### config.mk
export PLATFORM = sky130hd
export DESIGN_NAME = alu_writeback_unit
export DESIGN_NICKNAME = d
export VERILOG_FILES = /design/src/rtl/alu_writeback_unit.sv
export SDC_FILE = /design/constraint.sdc
export NUM_CORES = 1
export LEC_CHECK = 0
export CORE_MARGIN = 1.5
export CORE_UTILIZATION = 31
export CTS_CLUSTER_DIAMETER = 50
export DETAILED_ROUTE_END_ITERATION = 10
export PLACE_DENSITY = 0.65
export RECOVER_POWER = 50
export SETUP_SLACK_MARGIN = 0.1
export SLEW_MARGIN = 20
export SYNTH_ARGS = -nofsm -noshare
export SYNTH_HDL_FRONTEND = slang
export SYNTH_SLANG_ARGS = --single-unit
### constraint.sdc
create_clock -name clk_i -period 2.6 [get_ports clk_i]
set_input_delay 0.78 -clock clk_i [delete_from_list [all_inputs] [get_ports clk_i]]
set_output_delay 0.78 -clock clk_i [all_outputs]
set_load 0.05 [all_outputs]
### src/rtl/alu_writeback_unit.sv
// ALU writeback consumer: owns the NZCV flag register, evaluates each result's
// condition at accept time and queues {result, tag, pass} for the register-file port.
module alu_writeback_unit #(
  parameter int N     = 32,
  parameter int DEPTH = 2,
  parameter int TAGW  = 4
) (
  input  logic            clk_i,
  input  logic            rst_n_i,
  input  logic            in_valid_i,
  output logic            in_ready_o,
  input  logic [N-1:0]    result_i,
  input  logic [3:0]      flags_i,
  input  logic            setflags_i,
  input  logic [3:0]      cond_i,
  input  logic [TAGW-1:0] tag_i,
  output logic            out_valid_o,
  input  logic            out_ready_i,
  output logic [N-1:0]    out_result_o,
  output logic [TAGW-1:0] out_tag_o,
  output logic            out_we_o,
  output logic [3:0]      flags_o
);

  localparam int AW = (DEPTH > 1) ? $clog2(DEPTH) : 1;
  localparam int CW = $clog2(DEPTH + 1);

  typedef enum logic [3:0] {
    COND_EQ = 4'd0,  COND_NE = 4'd1,  COND_CS = 4'd2,  COND_CC = 4'd3,
    COND_MI = 4'd4,  COND_PL = 4'd5,  COND_VS = 4'd6,  COND_VC = 4'd7,
    COND_HI = 4'd8,  COND_LS = 4'd9,  COND_GE = 4'd10, COND_LT = 4'd11,
    COND_GT = 4'd12, COND_LE = 4'd13, COND_AL = 4'd14, COND_NV = 4'd15
  } cond_e;

  logic [AW-1:0]   r_wr_ptr;
  logic [AW-1:0]   r_rd_ptr;
  logic [CW-1:0]   r_count;
  logic [3:0]      r_flags;

  logic [N-1:0]    r_mem_result [DEPTH];
  logic [TAGW-1:0] r_mem_tag    [DEPTH];
  logic            r_mem_pass   [DEPTH];

  logic w_full;
  logic w_empty;
  logic w_push;
  logic w_pop;
  logic w_pass;
  logic w_c, w_n, w_v, w_z;

  // in_ready depends on registered count only, so out_ready_i never reaches it.
  assign w_full  = (r_count == CW'(DEPTH));
  assign w_empty = (r_count == '0);
  assign w_push  = in_valid_i & ~w_full;
  assign w_pop   = out_ready_i & ~w_empty;

  assign w_c = r_flags[3];
  assign w_n = r_flags[2];
  assign w_v = r_flags[1];
  assign w_z = r_flags[0];

  always_comb begin
    w_pass = 1'b0;
    case (cond_e'(cond_i))
      COND_EQ: w_pass = w_z;
      COND_NE: w_pass = ~w_z;
      COND_CS: w_pass = w_c;
      COND_CC: w_pass = ~w_c;
      COND_MI: w_pass = w_n;
      COND_PL: w_pass = ~w_n;
      COND_VS: w_pass = w_v;
      COND_VC: w_pass = ~w_v;
      COND_HI: w_pass = w_c & ~w_z;
      COND_LS: w_pass = ~w_c | w_z;
      COND_GE: w_pass = (w_n == w_v);
      COND_LT: w_pass = (w_n != w_v);
      COND_GT: w_pass = ~w_z & (w_n == w_v);
      COND_LE: w_pass = w_z | (w_n != w_v);
      COND_AL: w_pass = 1'b1;
      COND_NV: w_pass = 1'b0;
      default: w_pass = 1'b0;
    endcase
  end

  // Flags change only on an accepted, passing, flag-setting op.
  always_ff @(posedge clk_i or negedge rst_n_i) begin
    if (!rst_n_i) begin
      r_flags <= 4'b0000;
    end else if (w_push && w_pass && setflags_i) begin
      r_flags <= flags_i;
    end
  end

  always_ff @(posedge clk_i or negedge rst_n_i) begin
    if (!rst_n_i) begin
      r_wr_ptr <= '0;
      r_rd_ptr <= '0;
      r_count  <= '0;
    end else begin
      if (w_push) begin
        r_wr_ptr <= r_wr_ptr + AW'(1);
      end
      if (w_pop) begin
        r_rd_ptr <= r_rd_ptr + AW'(1);
      end
      if (w_push && !w_pop) begin
        r_count <= r_count + CW'(1);
      end else if (w_pop && !w_push) begin
        r_count <= r_count - CW'(1);
      end
    end
  end

  // Entries are reset so the head reads zero after reset and nothing stale survives.
  for (genvar gi = 0; gi < DEPTH; gi++) begin : g_entry
    always_ff @(posedge clk_i or negedge rst_n_i) begin
      if (!rst_n_i) begin
        r_mem_result[gi] <= '0;
        r_mem_tag[gi]    <= '0;
        r_mem_pass[gi]   <= 1'b0;
      end else if (w_push && (r_wr_ptr == AW'(gi))) begin
        r_mem_result[gi] <= result_i;
        r_mem_tag[gi]    <= tag_i;
        r_mem_pass[gi]   <= w_pass;
      end
    end
  end

  assign in_ready_o   = ~w_full;
  assign out_valid_o  = ~w_empty;
  assign out_result_o = w_empty ? '0   : r_mem_result[r_rd_ptr];
  assign out_tag_o    = w_empty ? '0   : r_mem_tag[r_rd_ptr];
  assign out_we_o     = w_empty ? 1'b0 : r_mem_pass[r_rd_ptr];
  assign flags_o      = r_flags;

endmodule

Word-level counts from Yosys, hierarchy flattened
Index checks and enable logic that the tools add are counted.

Flip-flop bits (word level): 82. Input bits: 49. Word-level logic and storage cells: 73.

$add $sub $neg: 4. $lt $le $gt $ge: 1. Equality and inequality tests: 18. Mux-type cells: 15. Bitwise gates (word level): 14. Reduce and logical (&&, ||, !) cells: 11.

Operators by type and width (count): 32-bit two-way mux (4); 4-bit equality test (second input constant) (8); 4-bit by 3-bit equality test with 1-bit output (second input constant) (4); 4-bit two-way mux (4); 1-bit one-hot mux with 16 select lines (1); 4-bit by 2-bit equality test with 1-bit output (second input constant) (2); 1-bit inverter (7); 1-bit logical AND (6); 1-bit AND (4); 4-bit by 1-bit equality test with 1-bit output (second input constant) (1); 4-bit zero test (1); 1-bit two-way mux (4); 2-bit two-way mux (2); 1-bit adder (second input constant) (2); 2-bit by 1-bit adder with 2-bit output (second input constant) (1); 2-bit equality test (second input constant) (1); 2-bit >= comparator (second input constant) (1); 1-bit zero test (2); 2-bit zero test (1); 1-bit inverter with 2-bit output (1); 1-bit OR (2); 2-bit nonzero test (1); 2-bit by 1-bit subtractor with 2-bit output (second input constant) (1); 1-bit equality test (1); 1-bit != test (1).

Logic depth before layout (Yosys ltp)
Gate-level depths: netlist of run 1.

Depth in word-level cells: 7. Mapped depth: 8. Gate-level depth less buffers: 7.

Worst setup path before layout of run 1
No wires, ideal clock.

Kind: reg2out. Start point: register r_rd_ptr. End point: output port out_result_o[0]. Data arrival time: 1.825 ns. Path slack: -0.005 ns. Cell stages (with the launch flop): 5. Buffers on the path: 2. Path through: dfrtp_1 clkbuf_1 buf_2 mux2i_1 nor2_1.

Word-level cells in the longest chain between the ends: 5.

RTL lines: from (decl) (RTL line 36) `logic [AW-1:0] r_rd_ptr;`; from (signal assigned) (RTL line 104) `r_rd_ptr <= r_rd_ptr + AW'(1);`; 1-bit inverter with 2-bit output (not written as such) (RTL line 131) `assign out_result_o = w_empty ? '0 : r_mem_result[r_rd_ptr];`; 32-bit two-way mux (not written as such) (3 in a row) (RTL line 131); 32-bit two-way mux (RTL line 131); to (decl) (RTL line 19) `output logic [N-1:0] out_result_o,`.

No other way between the ends. The select of a mux whose other input is x is not followed.

Final worst setup path of run 1
Start point: register r_flags[0], in the netlist flags_o[0]. End point: output port flags_o[0].

RTL lines: from (decl) (RTL line 38) `logic [3:0] r_flags;`; from (signal assigned) (RTL line 90) `r_flags <= flags_i;`; to (decl) (RTL line 22) `output logic [3:0] flags_o`.

No word-level cell between the ends.

==> results of run 1 <==
[metal layers]
metal / global-route usage (%) / up-vias / share of wire, %
met4: 5.43 / 0 / 1.4
met2: 26.1 / 78 / 50
met5: 0 / - / 0
met3: 4.27 / 12 / 4.6
met1: 18.1 / 1473 / 44
li1: - / 1461 / -
[final timing paths]
path	from	to	slack [ns]	cells past startpoint
max	flags_o[0]	flags_o[0]	0.20	1
max in group asynchronous	rst_n_i	r_rd_ptr	1.02	2
min	r_mem_result[61]	r_mem_result[61]	0.47	2
min reg2reg	r_mem_result[61]	r_mem_result[61]	0.47	2
max reg2reg	r_count[0]	r_mem_result[50]	0.75	7
min in group asynchronous	rst_n_i	r_mem_result[35]	0.74	1
[cell type report]
type,count,share of cell area [%]
clock buffers,12,4.25
repair buffers,110,23.7
multi-input cells,274,30.9
well taps,168,3.62
inverters,7,0.453
flip-flops and latches,82,35.4
clock inverters,4,1.70
[cell usage after synthesis, types with 2 or more instances]
library cell / instances / area, um^2
xnor2_1: 2 / 17.5
o32ai_1: 4 / 35.0
buf_2: 8 / 40.0
nand2b_1: 4 / 25.0
buf_1: 3 / 11.3
mux2i_1: 40 / 400
mux2_2: 36 / 405
clkbuf_1: 9 / 33.8
o31ai_1: 2 / 15.0
nor2_1: 42 / 158
inv_1: 7 / 26.3
or4_1: 2 / 15.0
nand2_1: 120 / 450
a21oi_1: 3 / 15.0
xor2_1: 2 / 17.5
dfrtp_1: 82 / 2050
[sequential cells by signal, summed over array words and instances (netlist names)]
| signal | flops |
|---|---|
| r_mem_pass | 2 |
| r_mem_tag | 8 |
| flags_o | 4 |
| r_rd_ptr | 1 |
| r_count | 2 |
| r_wr_ptr | 1 |
| r_mem_result | 64 |
[through the flow]
step	setup TNS (ns)	instance area, um^2	utilization (%)	cells
final	0	5810	47.7	657
after global routing	0	5810	47.7	657
after CTS	0	5790	47.6	654
after detailed placement	-0.167	5450	44.8	638
after global placement	0	5450	44.8	638
after floorplan	0	3950	-	384
[logic make-up (layout without fill, tap and decap cells)]
logic type	Yosys count	count (layout)
AND/OR/NAND/NOR	175	175
flip-flops	82	82
multiplexers	77	77
buffers and inverters	28	133
AO/OA/AOI/OAI	16	16
XOR/XNOR	5	5
adder cells (fa/ha/maj)	1	1
[what timing repair did]
action | CTS | global route
resized for setup | 1 | 1
buffers inserted | 0 | 3
setup endpoints to repair | 1 | 2
==> flow_metrics.tcl, run 1 <==
set metrics [dict create \
    critical_path.max_stage_delay_ns 0.84 \
    synth_edf_count 0 \
    first_pass_iters 4 \
    max-slew-margin-rel_pct 11.1 \
    vias 3024 \
    die_y_um 115 \
    crit_chain "clkdlybuf4s50_1" \
    ys.flop_type "dfrtp_1" \
    drive_above_1_share_pct 28.6 \
    synth_top_family_by_area "multiplexers" \
    cts_tree "built" \
    antenna_found_initial 0 \
    pre_cts_ws_ns -0.0607 \
    outcome "finished, final reports clean" \
    clk_pin_slew_ns 0.06 \
    die_x_um 115 \
    async_flop_share_pct 100 \
    fillers 1121 \
    worstPathRequired_ns 1.82 \
    ys_ff_latch 82 \
    routed_via_density 4.60 \
    fin_hold_ws_ns 0.471 \
    wl_per_cell_um 14.4 \
    critPathMaxFanout 7 \
    fin_skew_ns 0.00525 \
    slowest_stage "clkdlybuf4s50_1" \
    synthMuxAreaShare_pct 21.0 \
    period_share_pct 92.4 \
    syn-num-nets 434 \
    dieArea_um2 13300 \
    regArea_um2 2060 \
    layout_commonest_cell "nand2_1" \
    multi_input_area_um2 1790 \
    setup_viol 0 \
    core_um2 12200 \
    grtUsageTotal_pct 15.1 \
    final_cell_mix "nand2_1 (119), dfrtp_1 (81), clkdlybuf4s50_1 (49)" \
    hold_viol 0 \
    holdCritPathClass "reg -> reg" \
    worst_pin_slew_ns 1.33 \
    synth_cell_types 34 \
    synthCells 384 \
    portBuffers 91 \
    gr-total-overflow 0 \
    cp-start-kind "flip-flop" \
    clockRootBuffer "clkbuf_16" \
    endpoint_kind "output pin" \
    dp_hpwl_mm 6.28 \
    totalWireLength_mm 9.45 \
    fin_nets 534 \
    drv_cap 0 \
    synthSimpleGateAreaFrac_pct 17.8 \
    area_delta_synth_final_pct 48.6 \
    synth_xor_area_share_pct 1.31 \
    avgSynthCellArea_um2 10.2 \
    cp_data_arrival_time_ns 1.62 \
    synth_fa_ha_area_share_pct 0.320 \
    grt_max_degree 51 \
    antennaDiodeCount 0 \
    floorplan.rows 40 \
    path_class "reg -> out" \
    io_pins 92 \
    cts.sinks 82 \
    ys_seq_area_share_pct 52.5 \
    ant_nets 0 \
    drt-initial-drc-count 128 \
    ctsHtreeMaxLevel 3 \
    gp_congestion 0.841 \
    synth_warnings 0 \
    post-route-min-period_ns 2.40 \
    timing.final.ws_setup_ns 0.197 \
    grt_pass1_vias 3252 \
    cts_buffers 9 \
    critPathTopFamily "buffers and inverters" \
    start_util_pct 32.1 \
    post-route-drc-count 0 \
    path_buf_inv 1 \
    grt_pass1_wl_mm 15.5 \
    syn_area_um2 3910 \
    hold_buffers 0 \
    rsz0062_at_grt "no" \
    clockBufferDepth 2 \
    synth_compound_area_share_pct 3.84 \
    clock.fmax_mhz 416 \
    worst_skew_pair.late_latency_ns 0.33 \
    slew_viol_final 0 \
]
Power of run 1 is not shown: default switching activity piles up to over one toggle a cycle in this logic, so the estimate is an artifact.
==> run 2, diff against run 1 <==
Settings changed: CTS_CLUSTER_SIZE set to 10.
==> results of run 2 <==
Same layout as run 1: the final DEF is identical, and so are final timing and power.
Power of run 2 is left out for the same reason.
==> run 3, diff against run 2 <==
Settings changed: ABC_CLOCK_PERIOD_IN_PS set to 3050.
Clock period 2.6 ns to 3.05 ns, I/O delays scaled along.
==> run 3 against run 2 <==
Against the previous run: clock-buffer cell count unchanged; sequential share of layout area increased by 4.2 points; hold slack about the same; register-to-register slack improved by 0.06 ns; critical path depth increased by 1; via count decreased by 1.6%; global-route usage decreased by 0.95 points; cell area decreased by 11%; routed wire length decreased by 4.3%; critical path type unchanged.
==> flow_metrics.tcl, run 3 (synthesis gave the netlist of run 1 again) <==
set metrics [dict create \
    cts_setup_buffers 0 \
    worst_pin_slew_ns 1.19 \
    first_pass_iters 4 \
    post-route-drc-count 0 \
    rr_worst_depth 7 \
    crit_chain "nand2b_1 > clkdlybuf4s50_1" \
    tns_ns 0 \
    slew_viol_final 0 \
    antennaDiodeCount 0 \
    worstPathRequired_ns 2.13 \
    path_buf_inv 1 \
    io_pins 92 \
    path_class "reg -> out" \
    cp-start-kind "flip-flop" \
    cts.repair.resized 0 \
    slowest_stage "clkdlybuf4s50_1" \
    fin_nets 525 \
    grt_pass1_vias 3042 \
    cts.sinks 82 \
    cp_num_cells 2 \
    drive_above_1_share_pct 22.0 \
    ctsHtreeMaxLevel 3 \
    hold_viol 0 \
    period_share_pct 89.9 \
    grt_pass1_wl_mm 14.6 \
    multi_input_area_um2 1750 \
    fin_area_um2 5190 \
    dp_hpwl_mm 5.96 \
    rsz0062_at_grt "no" \
    die_y_um 115 \
    cts_buffers 9 \
    clk_pin_slew_ns 0.05 \
    holdCritPathClass "reg -> reg" \
    outcome "finished, final reports clean" \
    setup_viol 0 \
    critical_path.max_stage_delay_ns 0.83 \
    ant_nets 0 \
    clockRootBuffer "clkbuf_16" \
    final_cell_mix "nand2_1 (120), dfrtp_1 (81), clkdlybuf4s50_1 (50)" \
    totalWireLength_mm 9.04 \
    wl_per_cell_um 14.0 \
    dieArea_um2 13300 \
    drt-initial-drc-count 97 \
    place_area_um2 4950 \
    grtUsageTotal_pct 14.2 \
    critPathMaxFanout 4 \
    die_x_um 115 \
    area_delta_synth_final_pct 32.9 \
    cp_data_arrival_time_ns 1.83 \
    drv_cap 0 \
    hold_buffers 0 \
    max-slew-margin-rel_pct 20.7 \
    top_register "r_mem_result" \
    floorplan.rows 40 \
    endpoint_kind "output pin" \
    clock.fmax_mhz 365 \
    post-route-min-period_ns 2.74 \
    fillers 1184 \
    layout_commonest_cell "nand2_1" \
    grt_max_degree 83 \
    start_util_pct 32.1 \
    cts_tree "built" \
    antenna_found_initial 0 \
    routed_via_density 4.61 \
    portBuffers 91 \
    regArea_um2 2050 \
    core_um2 12200 \
    critPathTopFamily "buffers and inverters" \
    gp_congestion 0.822 \
    fin_skew_ns 0.00484 \
    hold_depth 2 \
    gr-total-overflow 0 \
    clockBufferDepth 2 \
    worst_skew_pair.late_latency_ns 0.33 \
    vias 2976 \
    largest_register_ffs 64 \
]
## run 3: cell count changes in the layout (fill, tap and decap cells not counted), moves of 2 or more
cell,change
clkbuf_1,+3
buf_12,-32
nor2_2,-19
nor2_1,+18
clkbuf_2,-2
buf_4,+21
bufinv_16,-3
## run 3: stage by stage
stage	utilization [%]	cells	hold slack, ns	worst slack [ns]
2_1_floorplan	-	384	0.445	0.310
3_3_place_gp	40.7	632	0.456	0.271
3_5_place_dp	40.7	632	0.461	0.181
4_1_cts	42.7	645	0.475	0.277
5_1_grt	42.7	645	0.492	0.154
6_report	42.7	645	0.471	0.308
## run 3: worst min-delay path, delay by kind of cell (launching register included)
kind / cells / cell delay [ns]
DFF: 1 / 0.34
and+or+nand+nor: 2 / 0.11
## run 3: final timing paths
check,start,to,slack (ns)
worst min register to register,r_mem_result[45],r_mem_result[45],0.47
max in group asynchronous,rst_n_i,r_rd_ptr,1.87
worst min-delay path,r_mem_result[45],r_mem_result[45],0.47
worst max-delay path,r_count[0],in_ready_o,0.31
min in group asynchronous,rst_n_i,flags_o[2],0.64
worst max register to register,r_count[0],r_mem_result[63],0.81
## run 3: final cells by class
cell class,count,share of cell area [%]
repair buffers,101,17.5
clock inverters,1,0.0964
multi-input cells,274,33.7
clock buffers,12,4.56
inverters,7,0.506
well taps,168,4.05
flip-flops and latches,82,39.6
## run 3: routing by layer
metal	GRT usage, %	share of wire (%)	vias to the layer above
li1	-	-	1443
met4	5.43	1.4	0
met5	0	0	-
met1	17.9	47	1450
met3	3.90	4.8	12
met2	23.3	47	71
Power of run 3 is left out for the same reason.
